**src/rtl/word_bank.sv**
```systemverilog
// Word source for the word-guessing game: 16-entry ROM of 7-letter words,
// LFSR or explicit selection, per-letter guess matching and reveal tracking.
module word_bank #(
  parameter int           WORD_LEN  = 7,
  parameter int           NUM_WORDS = 8,
  parameter logic [7:0]   SEED      = 8'hA5,
  localparam int          IDX_W     = $clog2(NUM_WORDS)
) (
  input  logic                    clk,
  input  logic                    rst,
  input  logic                    new_word,
  input  logic                    sel_en,
  input  logic [IDX_W-1:0]        sel_idx,
  input  logic                    guess_valid,
  input  logic [6:0]              guess_char,
  output logic                    word_valid,
  output logic [IDX_W-1:0]        word_idx,
  output logic [7*WORD_LEN-1:0]   ascii,
  output logic                    match_valid,
  output logic [WORD_LEN-1:0]     match_mask,
  output logic [WORD_LEN-1:0]     revealed,
  output logic                    solved
);

  localparam logic [1:0] IDLE  = 2'd0;
  localparam logic [1:0] LOAD  = 2'd1;
  localparam logic [1:0] READY = 2'd2;

  logic [1:0]          state;
  logic [7:0]          lfsr;
  logic [7:0]          lfsr_next;
  logic [IDX_W-1:0]    pend_idx;
  logic [IDX_W-1:0]    cand_idx;
  logic [IDX_W-1:0]    idx_next;
  logic [3:0]          rom_idx;
  logic [48:0]         rom_full;
  logic [WORD_LEN-1:0] guess_mask;
  logic                accept;
  logic                guess_take;

  // String literals are MSB-first 8-bit chars; repack so letter 0 sits at bit 0.
  function automatic logic [48:0] rom_word(input logic [3:0] idx);
    logic [55:0] s;
    logic [48:0] w;
    case (idx)
      4'd0:    s = "MUSTANG";
      4'd1:    s = "WAFFLES";
      4'd2:    s = "CHANGES";
      4'd3:    s = "PLANETS";
      4'd4:    s = "GIRAFFE";
      4'd5:    s = "BLANKET";
      4'd6:    s = "CAPTAIN";
      4'd7:    s = "KITCHEN";
      4'd8:    s = "DOLPHIN";
      4'd9:    s = "JOURNEY";
      4'd10:   s = "LANTERN";
      4'd11:   s = "MONSTER";
      4'd12:   s = "PICTURE";
      4'd13:   s = "SHELTER";
      4'd14:   s = "THUNDER";
      default: s = "VOLCANO";
    endcase
    for (int i = 0; i < 7; i++) w[7*i +: 7] = s[8*(6-i) +: 7];
    return w;
  endfunction

  assign lfsr_next  = {lfsr[6:0], lfsr[7] ^ lfsr[5] ^ lfsr[4] ^ lfsr[3]};
  assign accept     = new_word && (state == IDLE || state == READY);
  assign guess_take = guess_valid && word_valid;
  assign cand_idx   = lfsr[IDX_W-1:0];
  assign solved     = word_valid && (&revealed);

  // Bump past the current word so an LFSR pick never repeats immediately.
  always_comb begin
    idx_next = cand_idx;
    if (sel_en)
      idx_next = sel_idx;
    else if (word_valid && cand_idx == word_idx)
      idx_next = cand_idx + 1'b1;
  end

  always_comb begin
    rom_idx                = '0;
    rom_idx[IDX_W-1:0]     = pend_idx;
    rom_full               = rom_word(rom_idx);
  end

  always_comb begin
    guess_mask = '0;
    for (int i = 0; i < WORD_LEN; i++)
      guess_mask[i] = (ascii[7*i +: 7] == guess_char);
  end

  always_ff @(posedge clk or posedge rst) begin
    if (rst) begin
      state       <= IDLE;
      lfsr        <= SEED;
      pend_idx    <= '0;
      word_valid  <= 1'b0;
      word_idx    <= '0;
      ascii       <= '0;
      match_valid <= 1'b0;
      match_mask  <= '0;
      revealed    <= '0;
    end else begin
      lfsr        <= lfsr_next;
      match_valid <= guess_take;
      if (guess_take)
        match_mask <= guess_mask;

      case (state)
        IDLE, READY: begin
          if (accept) begin
            state      <= LOAD;
            pend_idx   <= idx_next;
            word_valid <= 1'b0;
          end
        end
        LOAD: begin
          state      <= READY;
          ascii      <= rom_full[7*WORD_LEN-1:0];
          word_idx   <= pend_idx;
          word_valid <= 1'b1;
        end
        default: state <= IDLE;
      endcase

      // A load clears the reveal history even if a guess lands on the same edge.
      if (accept || state == LOAD)
        revealed <= '0;
      else if (guess_take)
        revealed <= revealed | guess_mask;
    end
  end

endmodule
```
**config.mk**
```make
export PLATFORM = sky130hd
export DESIGN_NAME = word_bank
export DESIGN_NICKNAME = d
export VERILOG_FILES = /design/src/rtl/word_bank.sv
export SDC_FILE = /design/constraint.sdc
export NUM_CORES = 1
export LEC_CHECK = 0
export ABC_AREA = 0
export ABC_CLOCK_PERIOD_IN_PS = 2710
export BUFFER_PORTS_ARGS = -buffer_cell sky130_fd_sc_hd__buf_2
export CAP_MARGIN = 20
export CORE_UTILIZATION = 40
export DETAILED_ROUTE_END_ITERATION = 6
export SLEW_MARGIN = 20
export SYNTH_ARGS = -nofsm -noshare
export SYNTH_HDL_FRONTEND = slang
export SYNTH_SLANG_ARGS = --single-unit
export TNS_END_PERCENT = 30
```
**constraint.sdc**
```tcl
create_clock -name clk -period 2.71 [get_ports clk]
set_clock_uncertainty 0.15 [all_clocks]
set_input_delay 0.542 -clock clk [delete_from_list [all_inputs] [get_ports clk]]
set_output_delay 0.542 -clock clk [all_outputs]
set_load 0.01 [all_outputs]
```
# Word-level counts from Yosys, hierarchy flattened
# Memories as Yosys holds them, arrays and structs flattened. A register that Yosys moved wholly into a read port is not among the register bits.
# Cells that the tools add are included.
# word_totals
mem_bits_ro,256
elab_cells,47
register_bits,81
output_inout_bits,69
memories,1
# mem_list
memory,depth,width,rd,rd_ports_with_merged_regs,write_ports,line,rtl
(name not given),8,32,1,1,0,45,case (idx)
# classes
n_eq_ne,11
n_addsub,1
n_mux,8
n_reduce_logical,13
bitwise,4
# ops
operator,n
== test 7 bit,7
2-to-1 mux 7 bit,2
OR 7 bit,1
AND reduction 7 bit,1
2-to-1 mux 3 bit,2
logical AND 1 bit,4
case mux 2 bit (2 select lines),1
AND reduction 2 bit,2
nonzero test 2 bit,2
"adder 3 x 1 -> 3 bit, second input constant",1
== test 3 bit,1
XOR 1 bit,3
"== test 2 x 1 -> 1 bit, second input constant",1
"== test 2 bit, second input constant",1
logical NOT 2 bit,1
logical OR 1 bit,2
2-to-1 mux 2 bit,1
"!= test 2 bit, second input constant",1
case mux 1 bit (2 select lines),1
OR reduction 2 bit,1
2-to-1 mux 1 bit,1

# Logic depth before layout (Yosys ltp)
# Gate-level depths: netlist of run 1.
# logic_depth
depth_word,5
mapped_depth,6
mapped_depth_nobuf,5

# Least setup slack after synthesis of run 1
# OpenSTA, ideal clock, no wires.
# synth_path
path_kind,in2reg
start,input guess_char[6]
end,register revealed[2]
arrival_time_ns,1.682
n_path_buf,0
slack_ns,0.801
stages,4
t_required_ns,2.482
cell_sequence,xor2_1 -> or3_4 -> or4_4 -> a21boi_1
# synth_between
elab_chain_cells,4
# synth_lines
element,line,rtl
from (decl),15,"input logic [6:0] guess_char,"
== test 7 bit,91,guess_mask[i] = (ascii[7*i +: 7] == guess_char);
OR 7 bit,132,revealed <= revealed | guess_mask;
2-to-1 mux 7 bit,131,else if (guess_take)
2-to-1 mux 7 bit,129,if (accept || state == LOAD)
to (signal assigned),132,
to (decl),21,"output logic [WORD_LEN-1:0] revealed,"
# Every way passes these cells. The select of a mux whose other input is x is not followed.
# A chain may end at the register's enable or synchronous reset.

# Worst setup path after layout of run 1
# layout_path
start,register word_valid
end,register revealed[2]
# layout_between
elab_chain_cells,2
# layout_lines
element,line,rtl
from (decl),16,"output logic word_valid,"
from (signal assigned),99,word_valid <= 1'b0;
from (signal assigned),116,word_valid <= 1'b0;
from (signal assigned),123,word_valid <= 1'b1;
logical AND 1 bit,69,assign guess_take = guess_valid && word_valid;
nonzero test 2 bit (no line),-,
# Every way passes these cells.

==> results.py, run 1 <==
metrics = {
    "place": {
        "dp_cells": 465,
        "dpl.hpwl_um": 5540,
        "io_buffers": 73,
        "gp_congestion": 0.819,
    },
    "cells_and_area": {
        "area_delta_synth_final_pct": 18.4,
        "regArea_um2": 1580,
        "final_cell_count_no_fill": 481,
        "final_cell_mix": "buf_2, dfrtp_1, nand2_1",
        "nNetsFinal": 401,
        "nFillCells": 730,
        "layout-drive-gt1-share_pct": 26.7,
        "utilization_pct": 50.0,
        "antenna_cells": 0,
        "multi_input_area_um2": 1350,
        "final_common_cell": "buf_2",
    },
    "critical_path": {
        "startpoint_type": "flip-flop",
        "path_class": "flip-flop to flip-flop",
        "worst_r2r_endpoint": "revealed[2]",
        "rrSetupSlack_ns": 0.66,
        "crit_arrival_ns": 2.16,
        "rr_worst_depth": 4,
        "cp-end-kind": "flip-flop",
        "worst-path-buf-inv": 0,
        "reg2reg_from": "word_valid",
        "cp_max_fo": 10,
        "cp_num_cells": 4,
        "required_ns": 2.82,
        "cpMaxStageDelayCell": "dfrtp_1",
        "path_cells": "nand2_4 -> or3_4 -> or4_4 -> a21boi_1",
        "slowest_delay_ns": 0.54,
        "cp_top_family": "simple AND/OR/NAND/NOR gates",
    },
    "floorplan": {
        "initial_core_util_pct": 42.2,
        "core_area_um2": 7410,
        "std_cell_rows": 31,
        "die_width_um": 90.4,
        "die_y_um": 90.4,
        "dieArea_um2": 8170,
        "io_pins": 84,
    },
    "cts": {
        "cts_tree": "built",
        "clk_path_buf_depth": 2,
        "hold_buffers": 0,
        "cts_htree_levels": 3,
        "cts_resized": 0,
        "cts_buffers": 9,
        "clk_pin_slew_worst_paths_ns": 0.06,
        "clkSinkCount": 63,
        "clk_latency_ns": 0.34,
        "postCtsSetupBuffers": 0,
        "cts_root_buf": "clkbuf_8",
    },
    "timing": {
        "slew_headroom_pct": 64.7,
        "worst_pin_slew_ns": 0.529,
        "period_needed_ns": 2.05,
        "slew_viol_final": 0,
        "max_freq_ghz": 0.488,
        "period_share_pct": 75.6,
        "fin_tns_setup_ns": 0,
        "setup_viol": 0,
        "rsz0062_at_grt": "false",
        "final_hold_viol_count": 0,
    },
    "detailed_routing": {
        "wl_per_cell_um": 15.1,
        "drt-vias-per-instance": 4.92,
        "routed-via-count": 2368,
        "antenna_left": 0,
        "drt-initial-drc-count": 105,
        "first_pass_iters": 4,
        "routed_wl_um": 7280,
        "drcViolationCount": 0,
    },
    "global_route": {
        "grt_pass1_wl_um": 12100,
        "grtUsageTotal_pct": 19.3,
        "grt_pass1_vias": 2224,
        "antenna_found_initial": 0,
        "overflow": 0,
        "grt_max_degree": 56,
    },
    "logic_synthesis": {
        "ys_ff_latch": 63,
        "synth_simple_gate_area_share_pct": 14.0,
        "synth_cells": 314,
        "yosys.area_share.adder_pct": 3.60,
        "synth.area.top_cells": "dfrtp_1, xnor2_1, xor2_1",
        "synth.distinct_cells": 40,
        "synth_top_cell_by_area": "dfrtp_1",
        "yosysSeqAreaShare_pct": 50.6,
        "synth-xor-area-share_pct": 11.2,
        "synth_top_area_share_pct": 47.2,
        "synthMuxAreaShare_pct": 0.320,
        "synth_compound_area_share_pct": 12.8,
        "syn_area_um2": 3130,
        "synth_top_family_by_area": "simple AND/OR/NAND/NOR gates",
        "synth_warnings": 0,
        "syn_avg_cell_area_um2": 9.96,
    },
    "power_and_ir_drop": {
        "power_mw": 2.85,
        "ir_drop_mv": 0.274,
        "p_leak_nw": 1.83,
        "power_density_nw_per_um2": 771,
    },
    "run_status": {
        "status": "completed",
    },
    "hold_path": {
        "hp-class": "input pin to async pin",
    },
    "job": {
        "timing.max_cap.violations": 0,
    },
}
-- final cells by class --
cell class                      count  share of cell area (%)
Inverter                            9                   0.912
Timing Repair Buffer               77                    11.0
Clock inverter                      4                    1.89
Sequential cell                    63                    42.7
Tap cell                           99                    3.35
Multi-Input combinational cell    217                    36.5
Clock buffer                       12                    3.65
-- Yosys cell counts --
cell and count:
clkbuf_1 16, nand2_1 39, nand2_4 1, mux2i_1 1
or4_4 1, buf_4 18, a211oi_1 1, dfstp_2 4
o21ai_0 26, a41oi_1 1, nand2b_1 4, o31ai_1 3
nor3_1 5, clkinv_1 1, xor2_1 19, conb_1 1
nor2_1 19, nand4_1 3, ha_1 9, a21oi_1 13
nor4_1 4, or3_4 1, o2bb2ai_1 2, a21o_1 1
a31oi_1 5, nor2b_1 3, nor4b_1 1, a21o_2 4
nand4b_1 1, nand3_1 6, nand3b_1 1, nor3b_1 1
a221o_1 1, o21a_1 5, a21boi_1 1, inv_1 8
and3_1 2, xnor2_1 21, a32o_1 2, dfrtp_1 59
-- report_power, final --
part,total (mW),switching (mW),internal [mW]
Sequential,1.28,0.197,1.09
Clock,0.865,0.349,0.516
Combinational,0.706,0.403,0.304
Total,2.85,0.949,1.91
-- flip-flops by register name (all words and copies together) (netlist names) --
signal / flops
match_mask: 7
ascii: 31
state: 2
word_valid: 1
revealed: 7
pend_idx: 3
word_idx: 3
lfsr: 8
match_valid: 1
-- per-layer routing --
metal / vias up / GRT usage (%) / wire [um]
li1: 1160 / - / -
met1: 1134 / 27.1 / 3630
met2: 63 / 29.1 / 3250
met3: 11 / 3.37 / 272
met4: 0 / 8.47 / 133
met5: - / 0 / 0
-- metrics by stage --
step           hold WS, ns  area, um^2  setup slack (ns)
2_1_floorplan        0.183        3160             0.455
3_3_place_gp         0.184        3500             0.646
3_5_place_dp         0.200        3500             0.597
4_1_cts             0.0946        3700             0.659
5_1_grt              0.128        3700             0.597
6_report            0.0882        3700             0.662
-- worst max-delay path by stage --
stage          slack (ns)          start     endpoint
2_1_floorplan        0.45            rst     ascii[0]
3_3_place_gp         0.65  guess_char[6]  revealed[2]
3_5_place_dp         0.60  guess_char[6]  revealed[2]
4_1_cts              0.66     word_valid  revealed[2]
5_1_grt              0.60     word_valid  revealed[2]
6_report             0.66     word_valid  revealed[2]
-- cell families (layout without fill, tap and decap cells) --
family	count (synthesis)	after routing
simple gates	92	92
compound gates	65	65
flops	63	63
buf+inv	43	102
xor+xnor	40	40
fa+ha+maj	9	9
other cells	1	10
mux	1	1
(Power assumes the default switching activity.)
==> run 2: changes to the inputs <==
--- a/config.mk
+++ b/config.mk
@@ -6,7 +6,7 @@
 export NUM_CORES = 1
 export LEC_CHECK = 0
 export ABC_AREA = 0
-export ABC_CLOCK_PERIOD_IN_PS = 2710
+export ABC_CLOCK_PERIOD_IN_PS = 2100
 export BUFFER_PORTS_ARGS = -buffer_cell sky130_fd_sc_hd__buf_2
 export CAP_MARGIN = 20
 export CORE_UTILIZATION = 40
==> constraint.sdc (replaced) <==
create_clock -name clk -period 2.1 [get_ports clk]
set_clock_uncertainty 0.15 [all_clocks]
set_input_delay 0.42 -clock clk [delete_from_list [all_inputs] [get_ports clk]]
set_output_delay 0.42 -clock clk [all_outputs]
set_load 0.01 [all_outputs]
==> run 2 against run 1 <==
Net effect:
- setup slack got worse by 0.47 ns
- global-route usage is 0.53 points higher
- design area up 2.0%
- combinational power increased by 36%
- wire length rose by 2.5%
- power rose by 33%
- sequential power is 28% higher
- register-to-register slack worse by 0.47 ns
- sequential share of layout area shrank 0.85 points
- critical endpoint unchanged
- highest routed layer unchanged
==> results.py, run 2 (same netlist as run 1, synthesis figures left out) <==
metrics = {
    "power_and_ir_drop": {
        "ir_drop_mv": 0.307,
        "p_leak_nw": 1.87,
        "power_density_nw_per_um2": 1010,
    },
    "floorplan": {
        "io_pins": 84,
        "die_y_um": 90.4,
        "core_area_um2": 7410,
        "dieArea_um2": 8170,
        "initial_core_util_pct": 42.2,
        "std_cell_rows": 31,
        "die_width_um": 90.4,
    },
    "cells_and_area": {
        "layout-drive-gt1-share_pct": 28.2,
        "antenna_cells": 0,
        "final_cell_mix": "buf_2, dfrtp_1, nand2_1",
        "nNetsFinal": 406,
        "largest_register_ffs": 31,
        "top_regs": "ascii: 31 flops, lfsr: 8 flops",
        "regMostFlops": "ascii",
        "final_common_cell": "buf_2",
        "area_delta_synth_final_pct": 20.8,
    },
    "critical_path": {
        "rrSetupSlack_ns": 0.20,
        "rr_worst_depth": 4,
        "crit_arrival_ns": 2.03,
        "required_ns": 2.22,
        "startpoint_type": "flip-flop",
        "reg2reg_from": "ascii[41]",
        "worst_r2r_endpoint": "revealed[2]",
        "cp_max_fo": 9,
        "path_class": "flip-flop to flip-flop",
        "cp-end-kind": "flip-flop",
    },
    "cts": {
        "clk_latency_ns": 0.34,
        "clk_path_buf_depth": 2,
        "clk_pin_slew_worst_paths_ns": 0.07,
        "cts_htree_levels": 3,
        "hold_buffers": 0,
        "cts_resized": 0,
        "clkSinkCount": 63,
        "postCtsSetupBuffers": 0,
        "cts_buffers": 9,
        "cts_root_buf": "clkbuf_8",
        "cts_tree": "built",
    },
    "place": {
        "gp_congestion": 0.823,
        "io_buffers": 73,
        "dpl.hpwl_um": 5580,
    },
    "timing": {
        "fin_tns_setup_ns": 0,
        "period_share_pct": 90.6,
        "final_hold_viol_count": 0,
        "hold_ws_ns": 0.000651,
        "slew_viol_final": 0,
        "worst_pin_slew_ns": 0.543,
        "max_freq_ghz": 0.525,
        "period_needed_ns": 1.90,
        "slew_headroom_pct": 63.7,
        "rsz0062_at_grt": "false",
        "setup_viol": 0,
    },
    "job": {
        "timing.max_cap.violations": 0,
    },
    "global_route": {
        "overflow": 0,
        "grt_max_degree": 64,
        "grt_pass1_wl_um": 12300,
        "grt_pass1_vias": 2280,
        "antenna_found_initial": 0,
        "grtUsageTotal_pct": 19.8,
    },
    "detailed_routing": {
        "routed_wl_um": 7460,
        "antenna_left": 0,
        "first_pass_iters": 4,
        "drcViolationCount": 0,
        "drt-initial-drc-count": 131,
        "routed-via-count": 2395,
        "drt-vias-per-instance": 4.93,
        "wl_per_cell_um": 15.4,
    },
    "run_status": {
        "status": "completed",
    },
    "hold_path": {
        "hp-class": "input pin to async pin",
    },
}
-- run 2: per-stage QoR --
step	instance area [um^2]	utilization [%]	worst slack [ns]	total power [mW]	std cells
2_1_floorplan	3160	-	0.209	2.22	323
3_3_place_gp	3550	48.0	0.160	2.62	470
3_5_place_dp	3550	48.0	0.147	2.64	470
4_1_cts	3780	51.0	0.176	3.84	486
5_1_grt	3780	51.0	0.106	4.03	486
6_report	3780	51.0	0.197	3.80	486
-- run 2: metal layers --
metal / track usage (%) / up-vias / share of wire (%)
li1: - / 1163 / -
met4: 9.01 / 0 / 2.3
met2: 29.2 / 73 / 45
met1: 27.5 / 1143 / 48
met3: 4.80 / 16 / 5.0
met5: 0 / - / 0
-- run 2: layout make-up --
cell class              count  area [um^2]
fillers                   700         3630
flip-flops and latches     63         1580
multi-input cells         217         1350
repair buffers             82          458
clock buffers              13          159
well taps                  99          124
clock inverters             3         65.1
inverters                   9         37.5
-- run 2: critical path, cell delays in order (launching register included) --
cell and delay [ns]:
dfrtp_1 0.45, xor2_1 0.20, or3_4 0.37, or4_4 0.53, a21boi_1 0.14
-- run 2: worst max path at each step --
| stage | startpoint | end | slack [ns] | cells after the start |
|---|---|---|---|---|
| 6_report | ascii[41] | revealed[2] | 0.20 | 4 |
| 5_1_grt | ascii[41] | revealed[2] | 0.11 | 4 |
| 4_1_cts | ascii[41] | revealed[2] | 0.18 | 4 |
| 3_5_place_dp | guess_char[6] | revealed[2] | 0.15 | 5 |
| 3_3_place_gp | guess_char[6] | revealed[2] | 0.16 | 5 |
| 2_1_floorplan | ascii[41] | revealed[2] | 0.21 | 4 |
-- run 2: report_power, final --
group / switching [mW] / internal (mW) / total [mW]
sequential: 0.242 / 1.40 / 1.64
combinational: 0.542 / 0.417 / 0.959
clock: 0.462 / 0.733 / 1.19
